===== src/rtl/serial_uart_pkg.sv =====
// Shared encodings and constants for the serial MMIO <-> 8N1 UART bridge.
package serial_uart_pkg;

  localparam int unsigned DATA_BITS  = 8;
  localparam logic        IDLE_LEVEL = 1'b1;

  typedef enum logic [1:0] {
    TX_IDLE  = 2'd0,
    TX_START = 2'd1,
    TX_DATA  = 2'd2,
    TX_STOP  = 2'd3
  } tx_state_e;

  typedef enum logic [1:0] {
    RX_IDLE  = 2'd0,
    RX_START = 2'd1,
    RX_DATA  = 2'd2,
    RX_STOP  = 2'd3
  } rx_state_e;

endpackage


===== src/rtl/serial_uart_fifo.sv =====
// Synchronous byte FIFO with count-based full/empty and a combinational head (zero when empty).
module serial_uart_fifo
  import serial_uart_pkg::*;
#(
  parameter int unsigned DEPTH = 4
) (
  input  logic                 clk_i,
  input  logic                 rst_ni,
  input  logic                 push_i,
  input  logic [DATA_BITS-1:0] data_i,
  input  logic                 pop_i,
  output logic [DATA_BITS-1:0] data_o,
  output logic                 full_o,
  output logic                 empty_o
);

  localparam int unsigned AW = (DEPTH > 1) ? $clog2(DEPTH) : 1;

  logic [DATA_BITS-1:0] mem_q [DEPTH];
  logic [AW-1:0]        wr_ptr_q, rd_ptr_q;
  logic [AW:0]          count_q;
  logic                 do_push, do_pop;

  assign full_o  = (count_q == (AW + 1)'(DEPTH));
  assign empty_o = (count_q == '0);
  assign data_o  = empty_o ? '0 : mem_q[rd_ptr_q];

  // A push while full is accepted only when the head leaves in the same cycle.
  assign do_pop  = pop_i && !empty_o;
  assign do_push = push_i && (!full_o || do_pop);

  always_ff @(posedge clk_i or negedge rst_ni) begin
    if (!rst_ni) begin
      wr_ptr_q <= '0;
      rd_ptr_q <= '0;
      count_q  <= '0;
    end else begin
      if (do_push) wr_ptr_q <= wr_ptr_q + AW'(1);
      if (do_pop)  rd_ptr_q <= rd_ptr_q + AW'(1);
      case ({do_push, do_pop})
        2'b10:   count_q <= count_q + (AW + 1)'(1);
        2'b01:   count_q <= count_q - (AW + 1)'(1);
        default: count_q <= count_q;
      endcase
    end
  end

  always_ff @(posedge clk_i) begin
    if (do_push) mem_q[wr_ptr_q] <= data_i;
  end

endmodule


===== src/rtl/serial_uart_bridge.sv =====
// CPU serial-window strobe/valid/ready port to 8N1 UART pins, with TX and RX byte FIFOs.
// Optional SERIAL_UART_LOOPBACK_EN feeds the RX synchronizer from the internal uart_tx register.
module serial_uart_bridge
  import serial_uart_pkg::*;
#(
  parameter int unsigned CLKS_PER_BIT = 434,
  parameter int unsigned TX_DEPTH     = 4,
  parameter int unsigned RX_DEPTH     = 4
) (
  input  logic       clock,
  input  logic       reset,
  input  logic [7:0] serial_data_in,
  input  logic       serial_wren_in,
  output logic       serial_ready_out,
  output logic [7:0] serial_data_out,
  output logic       serial_valid_out,
  input  logic       serial_rden_in,
  input  logic       uart_rx,
  output logic       uart_tx,
  output logic       rx_overrun_out,
  output logic       rx_frame_err_out
);

  localparam int unsigned BW        = $clog2(CLKS_PER_BIT);
  localparam logic [BW-1:0] BAUD_LAST = BW'(CLKS_PER_BIT - 1);
  localparam logic [BW-1:0] HALF_LAST = BW'(CLKS_PER_BIT / 2 - 1);
  localparam logic [2:0]    BIT_LAST  = 3'(DATA_BITS - 1);

  logic                 tx_full, tx_empty, tx_pop;
  logic [DATA_BITS-1:0] tx_head;
  logic                 rx_full, rx_empty, rx_push;

  tx_state_e            tx_state_q, tx_state_d;
  logic [BW-1:0]        tx_baud_q, tx_baud_d;
  logic [2:0]           tx_bit_q, tx_bit_d;
  logic [DATA_BITS-1:0] tx_data_q, tx_data_d;
  logic                 uart_tx_q, uart_tx_d;

  rx_state_e            rx_state_q, rx_state_d;
  logic [BW-1:0]        rx_baud_q, rx_baud_d;
  logic [2:0]           rx_bit_q, rx_bit_d;
  logic [DATA_BITS-1:0] rx_data_q, rx_data_d;
  logic [1:0]           rx_sync_q;
  logic                 rx_prev_q, rx_sync, rx_line;
  logic                 rx_ovr_q, rx_ovr_d, rx_ferr_q, rx_ferr_d;

  serial_uart_fifo #(.DEPTH(TX_DEPTH)) u_tx_fifo (
    .clk_i   (clock),
    .rst_ni  (reset),
    .push_i  (serial_wren_in && !tx_full),
    .data_i  (serial_data_in),
    .pop_i   (tx_pop),
    .data_o  (tx_head),
    .full_o  (tx_full),
    .empty_o (tx_empty)
  );

  serial_uart_fifo #(.DEPTH(RX_DEPTH)) u_rx_fifo (
    .clk_i   (clock),
    .rst_ni  (reset),
    .push_i  (rx_push),
    .data_i  (rx_data_q),
    .pop_i   (serial_rden_in),
    .data_o  (serial_data_out),
    .full_o  (rx_full),
    .empty_o (rx_empty)
  );

  assign serial_ready_out = !tx_full;
  assign serial_valid_out = !rx_empty;
  assign uart_tx          = uart_tx_q;
  assign rx_overrun_out   = rx_ovr_q;
  assign rx_frame_err_out = rx_ferr_q;

`ifdef SERIAL_UART_LOOPBACK_EN
  assign rx_line = uart_tx_q;
`else
  assign rx_line = uart_rx;
`endif

  assign rx_sync = rx_sync_q[1];

  always_comb begin
    tx_state_d = tx_state_q;
    tx_baud_d  = tx_baud_q;
    tx_bit_d   = tx_bit_q;
    tx_data_d  = tx_data_q;
    tx_pop     = 1'b0;
    case (tx_state_q)
      TX_IDLE: begin
        if (!tx_empty) begin
          tx_pop     = 1'b1;
          tx_data_d  = tx_head;
          tx_baud_d  = '0;
          tx_state_d = TX_START;
        end
      end
      TX_START: begin
        if (tx_baud_q == BAUD_LAST) begin
          tx_baud_d  = '0;
          tx_bit_d   = '0;
          tx_state_d = TX_DATA;
        end else begin
          tx_baud_d = tx_baud_q + BW'(1);
        end
      end
      TX_DATA: begin
        if (tx_baud_q == BAUD_LAST) begin
          tx_baud_d = '0;
          if (tx_bit_q == BIT_LAST) tx_state_d = TX_STOP;
          else                      tx_bit_d   = tx_bit_q + 3'd1;
        end else begin
          tx_baud_d = tx_baud_q + BW'(1);
        end
      end
      default: begin
        if (tx_baud_q == BAUD_LAST) begin
          tx_baud_d = '0;
          // Back-to-back frames: reload straight into START without an idle bit.
          if (!tx_empty) begin
            tx_pop     = 1'b1;
            tx_data_d  = tx_head;
            tx_state_d = TX_START;
          end else begin
            tx_state_d = TX_IDLE;
          end
        end else begin
          tx_baud_d = tx_baud_q + BW'(1);
        end
      end
    endcase

    // Line level follows the state one cycle later, so every bit lasts exactly CLKS_PER_BIT.
    case (tx_state_q)
      TX_START: uart_tx_d = 1'b0;
      TX_DATA:  uart_tx_d = tx_data_q[tx_bit_q];
      default:  uart_tx_d = IDLE_LEVEL;
    endcase
  end

  always_ff @(posedge clock or negedge reset) begin
    if (!reset) begin
      tx_state_q <= TX_IDLE;
      tx_baud_q  <= '0;
      tx_bit_q   <= '0;
      tx_data_q  <= '0;
      uart_tx_q  <= IDLE_LEVEL;
    end else begin
      tx_state_q <= tx_state_d;
      tx_baud_q  <= tx_baud_d;
      tx_bit_q   <= tx_bit_d;
      tx_data_q  <= tx_data_d;
      uart_tx_q  <= uart_tx_d;
    end
  end

  always_comb begin
    rx_state_d = rx_state_q;
    rx_baud_d  = rx_baud_q;
    rx_bit_d   = rx_bit_q;
    rx_data_d  = rx_data_q;
    rx_ovr_d   = rx_ovr_q;
    rx_ferr_d  = rx_ferr_q;
    rx_push    = 1'b0;
    case (rx_state_q)
      RX_IDLE: begin
        if (rx_prev_q && !rx_sync) begin
          rx_baud_d  = '0;
          rx_state_d = RX_START;
        end
      end
      RX_START: begin
        if (rx_baud_q == HALF_LAST) begin
          rx_baud_d  = '0;
          rx_bit_d   = '0;
          rx_state_d = rx_sync ? RX_IDLE : RX_DATA;
        end else begin
          rx_baud_d = rx_baud_q + BW'(1);
        end
      end
      RX_DATA: begin
        if (rx_baud_q == BAUD_LAST) begin
          rx_data_d[rx_bit_q] = rx_sync;
          rx_baud_d = '0;
          if (rx_bit_q == BIT_LAST) rx_state_d = RX_STOP;
          else                      rx_bit_d   = rx_bit_q + 3'd1;
        end else begin
          rx_baud_d = rx_baud_q + BW'(1);
        end
      end
      default: begin
        if (rx_baud_q == BAUD_LAST) begin
          rx_baud_d  = '0;
          rx_state_d = RX_IDLE;
          if (!rx_sync)                         rx_ferr_d = 1'b1;
          else if (!rx_full || serial_rden_in)  rx_push   = 1'b1;
          else                                  rx_ovr_d  = 1'b1;
        end else begin
          rx_baud_d = rx_baud_q + BW'(1);
        end
      end
    endcase
  end

  always_ff @(posedge clock or negedge reset) begin
    if (!reset) begin
      rx_sync_q  <= {2{IDLE_LEVEL}};
      rx_prev_q  <= IDLE_LEVEL;
      rx_state_q <= RX_IDLE;
      rx_baud_q  <= '0;
      rx_bit_q   <= '0;
      rx_data_q  <= '0;
      rx_ovr_q   <= 1'b0;
      rx_ferr_q  <= 1'b0;
    end else begin
      rx_sync_q  <= {rx_sync_q[0], rx_line};
      rx_prev_q  <= rx_sync;
      rx_state_q <= rx_state_d;
      rx_baud_q  <= rx_baud_d;
      rx_bit_q   <= rx_bit_d;
      rx_data_q  <= rx_data_d;
      rx_ovr_q   <= rx_ovr_d;
      rx_ferr_q  <= rx_ferr_d;
    end
  end

endmodule


===== config.mk =====
export PLATFORM = sky130hd
export DESIGN_NAME = serial_uart_bridge
export DESIGN_NICKNAME = d
export VERILOG_FILES = /design/src/rtl/serial_uart_pkg.sv /design/src/rtl/serial_uart_fifo.sv /design/src/rtl/serial_uart_bridge.sv
export SDC_FILE = /design/constraint.sdc
export NUM_CORES = 1
export LEC_CHECK = 0
export BUFFER_PORTS_ARGS = -buffer_cell sky130_fd_sc_hd__buf_4
export CAP_MARGIN = 20
export CORE_MARGIN = 2
export CORE_UTILIZATION = 33
export CTS_CLUSTER_SIZE = 40
export DETAILED_ROUTE_END_ITERATION = 10
export SLEW_MARGIN = 25
export SYNTH_ARGS = -nofsm -noshare
export SYNTH_HDL_FRONTEND = slang
export SYNTH_HIERARCHICAL = 1
export SYNTH_SLANG_ARGS = --single-unit
export TNS_END_PERCENT = 30

===== constraint.sdc =====
create_clock -name clock -period 5.4 [get_ports clock]
set_input_delay 0.54 -clock clock [delete_from_list [all_inputs] [get_ports clock]]
set_output_delay 0.54 -clock clock [all_outputs]
set_load 0.01 [all_outputs]

# Word level (Yosys, flattened, before mapping)
# Memories as Yosys holds them, arrays and structs flattened.
# Cells that the tools add are included.
classes:
  addsub: 12
  magnitude_cmp: 3
  eq_ne: 25
  muxes: 52
  n_bitwise: 4
  n_reduce_logical: 35
op_table:
  columns: ["op", "count"]
  rows:
  - ["$mux 9", 6]
  - ["$mux 8", 3]
  - ["$pmux 3 s2", 4]
  - ["$mux 2", 11]
  - ["$ne 2x2->1 const B", 10]
  - ["$add 9x1->9 const B", 2]
  - ["$eq 9x9->1 const B", 2]
  - ["$mux 3", 6]
  - ["$pmux 9 s2", 1]
  - ["$pmux 8 s2", 1]
  - ["$mux 1", 13]
  - ["$add 3x1->3 const B", 4]
  - ["$eq 3x3->1 const B", 4]
  - ["$pmux 2 s3", 2]
  - ["$reduce_and 4->1", 3]
  - ["$reduce_and 5->1", 2]
  - ["$reduce_bool 2->1", 5]
  - ["$eq 9x8->1 const B", 1]
  - ["$add 2x1->2 const B", 4]
  - ["$bwmux 8", 1]
  - ["$eq 2x1->1 const B", 4]
  - ["$eq 2x2->1 const B", 4]
  - ["$lt 3x4->1 const B", 2]
  - ["$logic_and 1x1->1", 7]
  - ["15 further kinds", 29]
totals:
  ff_bits: 64
  mem_bits_rw: 64
  in_bits: 13
  output_inout_bits: 13
  elab_cells: 152
  mem_count: 2
mem_list:
  columns: ["name", "words", "word_bits", "rd", "rd_clocked_by_memory_dff", "write_ports", "line", "rtl"]
  rows:
  - ["u_rx_fifo.mem_q", 4, 8, 1, 0, 1, "serial_uart_fifo.sv:19", "logic [DATA_BITS-1:0] mem_q [DEPTH];"]
  - ["u_tx_fifo.mem_q", 4, 8, 1, 0, 1, "serial_uart_fifo.sv:19", null]

# Depth between registers and ports, before layout
# Gate-level depths: netlist (run 1).
logic_depth:
  depth_word: 10
  ltp_mapped: 14
  ltp_nobuf: 14

# Modules after synthesis
# The synthesis (run 1) kept the hierarchy.
by_module_without_submodules:
  columns: ["module", "instances", "cells_each", "area_per_inst_um2", "seq_area_each_um2"]
  rows:
  - ["serial_uart_fifo", 2, 90, 1645.3, 1136.1]
  - ["serial_uart_bridge", 1, 256, 2757.6, 1256.2]

# Least setup slack after synthesis (run 1)
# No wires, ideal clock.
synth_path:
  path_kind: "reg2reg"
  start: "register u_tx_fifo.count_q[0]"
  end: "register u_tx_fifo.count_q[2]"
  setup_ns: 0.079
  arrival_time_ns: 2.454
  required_time_ns: 5.321
  slack_ns: 2.867
  path_stages_with_launch: 13
  n_path_buf: 1
  period_less_slack_ns: 2.533
  cell_sequence: "dfrtp_1 -> or3_2 -> clkbuf_1 -> inv_1 -> nor2_1 -> o21a_4 -> inv_1 -> ha_1 -> inv_1 -> fa_1 -> xor2_1 -> nor2_1 -> xor2_1"
synth_between:
  elab_chain_len: 9
  word_cells_on_any_way: 17
  classes_between: "2 x add/sub; 3 x eq/ne; 4 x mux; 8 x reduce/logical"
synth_rtl:
  columns: ["element", "line", "rtl"]
  rows:
  - ["start, declared", "serial_uart_fifo.sv:21", "logic [AW:0] count_q;"]
  - ["start signal, assigned", "serial_uart_fifo.sv:41", "2'b10: count_q <= count_q + (AW + 1)'(1);"]
  - ["start signal, assigned", "serial_uart_fifo.sv:42", "2'b01: count_q <= count_q - (AW + 1)'(1);"]
  - ["start signal, assigned", "serial_uart_fifo.sv:43", "default: count_q <= count_q;"]
  - ["$logic_not 3->1 (*)", "serial_uart_fifo.sv:25", "assign empty_o = (count_q == '0);"]
  - ["via tx_empty", "serial_uart_bridge.sv:29", "logic tx_full, tx_empty, tx_pop;"]
  - ["$mux 1 (*)", "serial_uart_bridge.sv:91, serial_uart_bridge.sv:120", null]
  - ["$mux 1", "serial_uart_bridge.sv:117", "if (tx_baud_q == BAUD_LAST) begin"]
  - ["$pmux 1 s2 (*)", "serial_uart_bridge.sv:89", "case (tx_state_q)"]
  - ["via tx_pop", "serial_uart_bridge.sv:29", null]
  - ["$logic_and 1x1->1 (*)", "serial_uart_fifo.sv:29", "assign do_pop = pop_i && !empty_o;"]
  - ["$logic_or 1x1->1", "serial_uart_fifo.sv:30", "assign do_push = push_i && (!full_o || do_pop);"]
  - ["$logic_and 1x1->1", "serial_uart_fifo.sv:30", null]
  - ["$eq 2x1->1 / $eq 2x2->1 (equally long branches)", "serial_uart_fifo.sv:40", "case ({do_push, do_pop})"]
  - ["$pmux 3 s2 / $reduce_bool 2->1 (equally long branches)", null, null]
# The timed path passes the listed nets; every way through them passes the cells marked *.
# A chain may end at the register's enable or synchronous reset.

# Worst setup path in the final report (run 1)
layout_path:
  start: "register rx_baud_q[3]"
  end: "register u_rx_fifo.count_q[2]"
layout_between:
  elab_chain_len: 6
  word_cells_on_any_way: 8
  classes_between: "3 x eq/ne; 3 x mux; 2 x reduce/logical"
layout_rtl:
  columns: ["element", "line", "rtl"]
  rows:
  - ["start, declared", "serial_uart_bridge.sv:40", "logic [BW-1:0] rx_baud_q, rx_baud_d;"]
  - ["start signal, assigned", "serial_uart_bridge.sv:219", "rx_baud_q <= rx_baud_d;"]
  - ["$eq 9x9->1 (*)", "serial_uart_bridge.sv:192", "if (rx_baud_q == BAUD_LAST) begin"]
  - ["$mux 1 (*)", "serial_uart_bridge.sv:192", null]
  - ["$mux 1 (*)", "serial_uart_bridge.sv:165", "case (rx_state_q)"]
  - ["via rx_push", "serial_uart_bridge.sv:31", "logic rx_full, rx_empty, rx_push;"]
  - ["$logic_and 1x1->1 (*)", "serial_uart_fifo.sv:30", null]
  - ["$eq 2x1->1 / $eq 2x2->1 (equally long branches)", "serial_uart_fifo.sv:40", null]
  - ["$pmux 3 s2 / $reduce_bool 2->1 (equally long branches)", null, null]
  - ["end signal, assigned", "serial_uart_fifo.sv:41", null]
  - ["end signal, assigned", "serial_uart_fifo.sv:42", null]
  - ["end signal, assigned", "serial_uart_fifo.sv:43", null]
  - ["end, declared", "serial_uart_fifo.sv:21", null]
# Marked as above.

==> results.json, run 1 <==
{
  "r2r_start": "rx_baud_q[3]",
  "hold_path.class": "in -> async",
  "power.total_mw": 2.745,
  "synth_top_family_by_area": "multiplexers",
  "postCtsHoldBufs": 0,
  "slew_headroom": 0.4259,
  "synth_xor_area_frac": 0.01882,
  "power_per_cell_area_nw_per_um2": 391.1,
  "clock_latency_ns": 0.41,
  "nNetsFinal": 503,
  "htree_levels": 4,
  "clk_path_buf_depth": 2,
  "mappedNetlistArea_um2": 6048,
  "grt_pass1_vias": 3557,
  "worstPathCellList": "and4bb_2 > and4_1 > and3_1 > and3_1 > o21a_4 > inv_1 > ha_1 > inv_1 > fa_1 > xor2_1 > nor2_1 > xor2_1",
  "synthToLayoutAreaGrowth_pct": 16.03,
  "cts_setup_buffers": 0,
  "viasPerCell": 4.834,
  "critPathMaxStageDelay_ns": 0.47,
  "rsz0062_at_grt": "no",
  "grt_first_pass_wirelength_mm": 17.62,
  "seq_area_frac_synth": 0.5834,
  "antenna_found_initial": 0,
  "r2r_end": "u_rx_fifo/count_q[2]",
  "die_w_um": 139.4,
  "grt_max_degree": 65,
  "crit_arrival_ns": 3.07,
  "place_hpwl_mm": 7.076,
  "root_buffer": "clkbuf_16",
  "clock_skew_ns": 0.008306,
  "avgSynthCellArea_um2": 13.87,
  "fin_setup_tns_ns": 0,
  "cts_tree": "built",
  "clock_sinks": 128,
  "final_layout_size_suffix_gt1_frac": 0.2453,
  "synthArstFlopShare": 0.5000,
  "cts_inserted_buffers": 17,
  "synthDistinctLibCells": 56,
  "yosys.area_share.simple": 0.1175,
  "worstMarginPinSlew_ns": 0.8500,
  "cp-start-kind": "flip-flop",
  "period_minus_slack_ns": 2.746,
  "ys_warn_count": 6,
  "start_util": 0.3367,
  "finalSetupViolations": 0,
  "worst_r2r_path_depth": 12,
  "wl_mm": 10.35,
  "max-cap-violations": 0,
  "crit_buf_inv": 2,
  "clk_transition_reported_paths_ns": 0.06,
  "worstPathMaxFanout": 9,
  "post_synth_fa_ha_maj_area_fraction": 0.05420,
  "post_drt_wl_per_cell_um": 14.66,
  "synth_edf_count": 64,
  "slew_viol_final": 0,
  "final_common_cell": "edfxtp_1",
  "gp_congestion": 0.8009,
  "fin_crit_sh": 0.5085,
  "critPathKind": "reg -> reg",
  "vdd_drop_max_v": 0.0003965,
  "numPortBuffers": 25,
  "synth_compound_area_frac": 0.06620,
  "drc_errors": 0,
  "drtPass1Iterations": 6,
  "final_cell_mix": "edfxtp_1, dfrtp_1, inv_1",
  "path_delay_family": "simple AND/OR/NAND/NOR gates",
  "synth_nets": 474,
  "gr-usage-all-layers": 0.1143,
  "chipHeight_um": 139.4,
  "synthMuxAreaShare": 0.1274,
  "rrSetupSlack_ns": 2.65,
  "ioPinCount": 26,
  "drtIter0Drc": 171,
  "placementRows": 49,
  "ant_nets": 0,
  "synth_cells": 436,
  "diodes": 0,
  "crit_required_ns": 5.73,
  "hold_violations": 0,
  "core_um2": 17960,
  "end_kind": "flip-flop",
  "grt_overflow": 0,
  "ys.flop_type": "edfxtp_1",
  "run_status": "completed",
  "cts-resized-gates": 0,
  "timing.fmax_mhz": 364.2,
  "ys_seq_elements": 128,
  "die-area_um2": 19430,
  "vias": 3413,
  "cp_slowest_cell": "dfrtp_1",
  "p_leak_nw": 2.895
}
-- per-layer routing --
layer  part of all wire  wire (µm)  track usage  vias up
li1                   -          -            -     1647
met1               0.47       4850       0.1439     1704
met2               0.49       5032       0.1881       51
met3              0.033        338      0.03544       11
met4              0.012        129      0.03828        0
met5                  0          0            0        -
-- kinds of logic after synthesis --
kind of cell	count (synthesis)
flops	128
simple gates	122
compound gates	53
mux	48
buf+inv	47
fa+ha+maj	25
xor+xnor	13
-- how the worst max path moves through the flow --
stage / from / cells after the start / slack, ns / to
after floorplan: u_tx_fifo/count_q[0] / 12 / 2.87 / u_tx_fifo/count_q[2]
after global placement: rx_baud_q[3] / 12 / 2.79 / u_rx_fifo/count_q[2]
after detailed placement: tx_baud_q[1] / 13 / 2.69 / u_tx_fifo/count_q[2]
after CTS: rx_baud_q[3] / 12 / 2.67 / u_rx_fifo/count_q[2]
after global routing: rx_baud_q[3] / 12 / 2.44 / u_rx_fifo/count_q[2]
final: rx_baud_q[3] / 12 / 2.65 / u_rx_fifo/count_q[2]
-- sequential cells by signal, indices dropped and copies added (netlist names), 2 cells and up --
| signal | count |
|---|---|
| u_rx_fifo/mem_q | 32 |
| u_tx_fifo/mem_q | 32 |
| rx_baud_q | 9 |
| tx_baud_q | 9 |
| rx_data_q | 8 |
| tx_data_q | 8 |
| rx_bit_q | 3 |
| tx_bit_q | 3 |
| u_rx_fifo/count_q | 3 |
| u_tx_fifo/count_q | 3 |
| rx_state_q | 2 |
| rx_sync_q | 2 |
| tx_state_q | 2 |
| u_rx_fifo/rd_ptr_q | 2 |
| u_rx_fifo/wr_ptr_q | 2 |
| u_tx_fifo/rd_ptr_q | 2 |
| u_tx_fifo/wr_ptr_q | 2 |
-- stage by stage --
| step | cells | hold slack, ns | util | setup WS, ns | area (µm²) |
|---|---|---|---|---|---|
| after floorplan | 436 | 0.2444 | - | 2.867 | 6048 |
| after global placement | 675 | 0.3467 | 0.3588 | 2.786 | 6446 |
| after detailed placement | 675 | 0.3516 | 0.3591 | 2.686 | 6451 |
| after CTS | 706 | 0.2212 | 0.3907 | 2.667 | 7018 |
| after global routing | 706 | 0.2188 | 0.3907 | 2.438 | 7018 |
| final | 706 | 0.2338 | 0.3907 | 2.654 | 7018 |
-- where the power goes --
part	internal, mW	switching, mW	leakage [nW]
Combinational	0.196	0.214	1.15
Clock	0.674	0.416	0.274
Sequential	1.14	0.106	1.47
Total	2.01	0.736	2.89
-- synth_stat cells, types with 3 or more instances --
cell	n	area, µm²
a21o_1	3	22.52
a21oi_1	4	20.02
a22o_1	4	35.03
and2_1	21	131.4
and2_2	8	60.06
and3_1	4	25.02
buf_2	3	15.01
clkbuf_1	9	33.78
dfrtp_1	60	1501
dfstp_2	4	105.1
edfxtp_1	64	1922
ha_1	23	287.8
inv_1	32	120.1
mux2_2	12	135.1
mux2_4	10	150.1
mux2i_1	8	80.08
mux4_2	18	405.4
nand2_1	24	90.09
nand2b_1	4	25.02
nand3_1	9	45.04
nand4_1	4	25.02
nor2_1	13	48.80
nor2b_1	5	31.28
nor3_1	8	40.04
nor3b_1	3	22.52
o211ai_1	5	37.54
o21ai_0	16	80.08
o22ai_1	3	18.77
o2bb2ai_1	4	35.03
or3_1	4	25.02
xnor2_1	7	61.31
xor2_1	6	52.55
-- layout make-up --
| cell class | count | area [µm²] |
|---|---|---|
| Multi-Input combinational cell | 261 | 2328 |
| Sequential cell | 128 | 3528 |
| Timing Repair Buffer | 25 | 187.7 |
| Inverter | 32 | 120.1 |
| Clock inverter | 14 | 141.4 |
| Fill cell | 1668 | 10950 |
| Tap cell | 229 | 286.5 |
| Clock buffer | 17 | 425.4 |
No activity file was read; power rests on OpenSTA's default activity.
==> run 2, diff against run 1 <==
==> constraint.sdc (replaced) <==
create_clock -name clock -period 2.7 [get_ports clock]
set_input_delay 0.27 -clock clock [delete_from_list [all_inputs] [get_ports clock]]
set_output_delay 0.27 -clock clock [all_outputs]
set_load 0.01 [all_outputs]
==> results.json, run 2 (same netlist as run 1, synthesis figures left out) <==
{
  "power_frac_clock": 0.410,
  "p_leak_nw": 2.987,
  "post_drt_wl_per_cell_um": 14.81,
  "slew_viol_final": 0,
  "antenna_found_initial": 0,
  "gr-usage-all-layers": 0.1184,
  "diodes": 0,
  "htree_levels": 4,
  "die_w_um": 139.4,
  "ant_nets": 0,
  "place_ws_ns": -0.01470,
  "clk_path_buf_depth": 2,
  "post-route-cell-area_um2": 7206,
  "crit_required_ns": 3.03,
  "synthToLayoutAreaGrowth_pct": 19.14,
  "end_kind": "flip-flop",
  "root_buffer": "clkbuf_16",
  "gp_congestion": 0.7006,
  "clock_latency_ns": 0.41,
  "place_hpwl_mm": 7.182,
  "numPortBuffers": 25,
  "crit_arrival_ns": 2.90,
  "pwr-share-seq": 0.429,
  "p_int_mw": 4.197,
  "max-cap-violations": 0,
  "die-area_um2": 19430,
  "drtIter0Drc": 162,
  "period_minus_slack_ns": 2.568,
  "cts_tree": "built",
  "power.total_mw": 5.749,
  "hold_path.class": "in -> async",
  "core_um2": 17960,
  "chipHeight_um": 139.4,
  "hold_violations": 60,
  "vias": 3517,
  "drc_errors": 0,
  "clk_transition_reported_paths_ns": 0.06,
  "fillCellCount": 1646,
  "violations": "hold timing",
  "nNetsFinal": 519,
  "run_status": "finished with violations",
  "clock_sinks": 128,
  "placementRows": 49,
  "placed_area_um2": 6506,
  "start_util": 0.3367,
  "clock_skew_ns": 0.01049,
  "rsz0062_at_grt": "no",
  "vdd_drop_max_v": 0.0006026,
  "final_cell_mix": "edfxtp_1, dfrtp_1, buf_4",
  "p_sw_mw": 1.552,
  "wl_mm": 10.71,
  "grt_max_degree": 65,
  "finalSetupViolations": 0,
  "grt_overflow": 0,
  "critPathKind": "reg -> reg",
  "power_per_cell_area_nw_per_um2": 797.8,
  "worstPathMaxFanout": 5,
  "grt_first_pass_wirelength_mm": 18.29,
  "ioPinCount": 26,
  "final_common_cell": "edfxtp_1",
  "fin_crit_sh": 0.9513,
  "slew_headroom": 0.4430,
  "timing.fmax_mhz": 389.3,
  "switching_share": 0.2699,
  "fin_ws_ns": 0.1316,
  "power_frac_comb": 0.161,
  "largestRegisters": "u_rx_fifo/mem_q: 32 flops, u_tx_fifo/mem_q: 32 flops",
  "final_layout_size_suffix_gt1_frac": 0.2915,
  "utilization": 0.4011,
  "viasPerCell": 4.864,
  "grt_pass1_vias": 3684,
  "worstMarginPinSlew_ns": 0.8355,
  "worst_hold_slack_ns": -0.04077,
  "cts_inserted_buffers": 17,
  "drtPass1Iterations": 6,
  "cp-start-kind": "flip-flop"
}
run 2: cell types whose count changed in the layout (fill, tap and decap cells not counted), sizes merged:
cell	previous run	this run
dlygate4sd3	0	1
inv	34	38
bufinv	2	3
clkinv	8	3
buf	25	40
clkbuf	17	18
run 2: worst paths after layout:
| check | startpoint | endpoint | slack [ns] | cells after the start |
|---|---|---|---|---|
| worst min-delay path | reset | tx_baud_q[5] | -0.04 | 1 |
| worst max register to register | tx_baud_q[6] | u_tx_fifo/count_q[2] | 0.13 | 11 |
| max in group asynchronous | reset | tx_baud_q[6] | 2.17 | 1 |
| min in group clock | serial_data_in[7] | u_tx_fifo/mem_q[2][7] | 0.05 | 1 |
| worst min register to register | rx_sync_q[0] | rx_sync_q[1] | 0.36 | 0 |
| worst max-delay path | tx_baud_q[6] | u_tx_fifo/count_q[2] | 0.13 | 11 |
run 2: per-layer routing:
metal	global-route usage	share of wire	vias to the layer above
li1	-	-	1679
met2	0.1963	0.50	51
met1	0.1497	0.46	1777
met5	0	0	-
met3	0.03407	0.035	10
met4	0.03881	0.013	0
run 2: what timing repair did:
action / 4_1_cts / 5_1_grt
hold buffers: 1 / 0
gates resized for setup: 1 / 12
endpoints found under the setup margin: 1 / 2
hold endpoints to repair: 1 / 0
buffers inserted: 0 / 7
pin swaps: 0 / 9
run 2: power groups by stage:
stage / Combinational [mW] / Sequential (mW) / Clock, mW
global placement: 0.848 / 2.50 / 0
global route: 1.05 / 2.51 / 2.50
finish: 0.923 / 2.47 / 2.36
floorplan: 0.735 / 2.39 / 0
CTS: 0.902 / 2.48 / 2.41
detailed placement: 0.886 / 2.51 / 0
run 2: layout make-up:
type,instances,area (µm²),area share
inverter,32,120.1,0.01667
timing repair buffer,41,310.3,0.04306
multi-input combinational,261,2350,0.3261
tap,229,286.5,0.03976
sequential,128,3531,0.4900
clock inverter,14,178.9,0.02483
clock buffer,18,429.2,0.05956
run 2: per-stage QoR:
step / setup TNS (ns) / instances
floorplan: 0 / 436
global placement: 0 / 683
detailed placement: -0.01470 / 683
CTS: 0 / 716
global route: 0 / 723
finish: 0 / 723
run 2: worst max-delay path: stages, from the launching register on:
cell and delay (ns):
dfrtp_2 0.44, nor4b_4 0.38, and2_4 0.23, mux2i_2 0.08, nor2_2 0.19, and2_4 0.18
ha_2 0.18, inv_1 0.05, fa_2 0.33, xor2_1 0.14, nor2_1 0.12, xor2_1 0.15
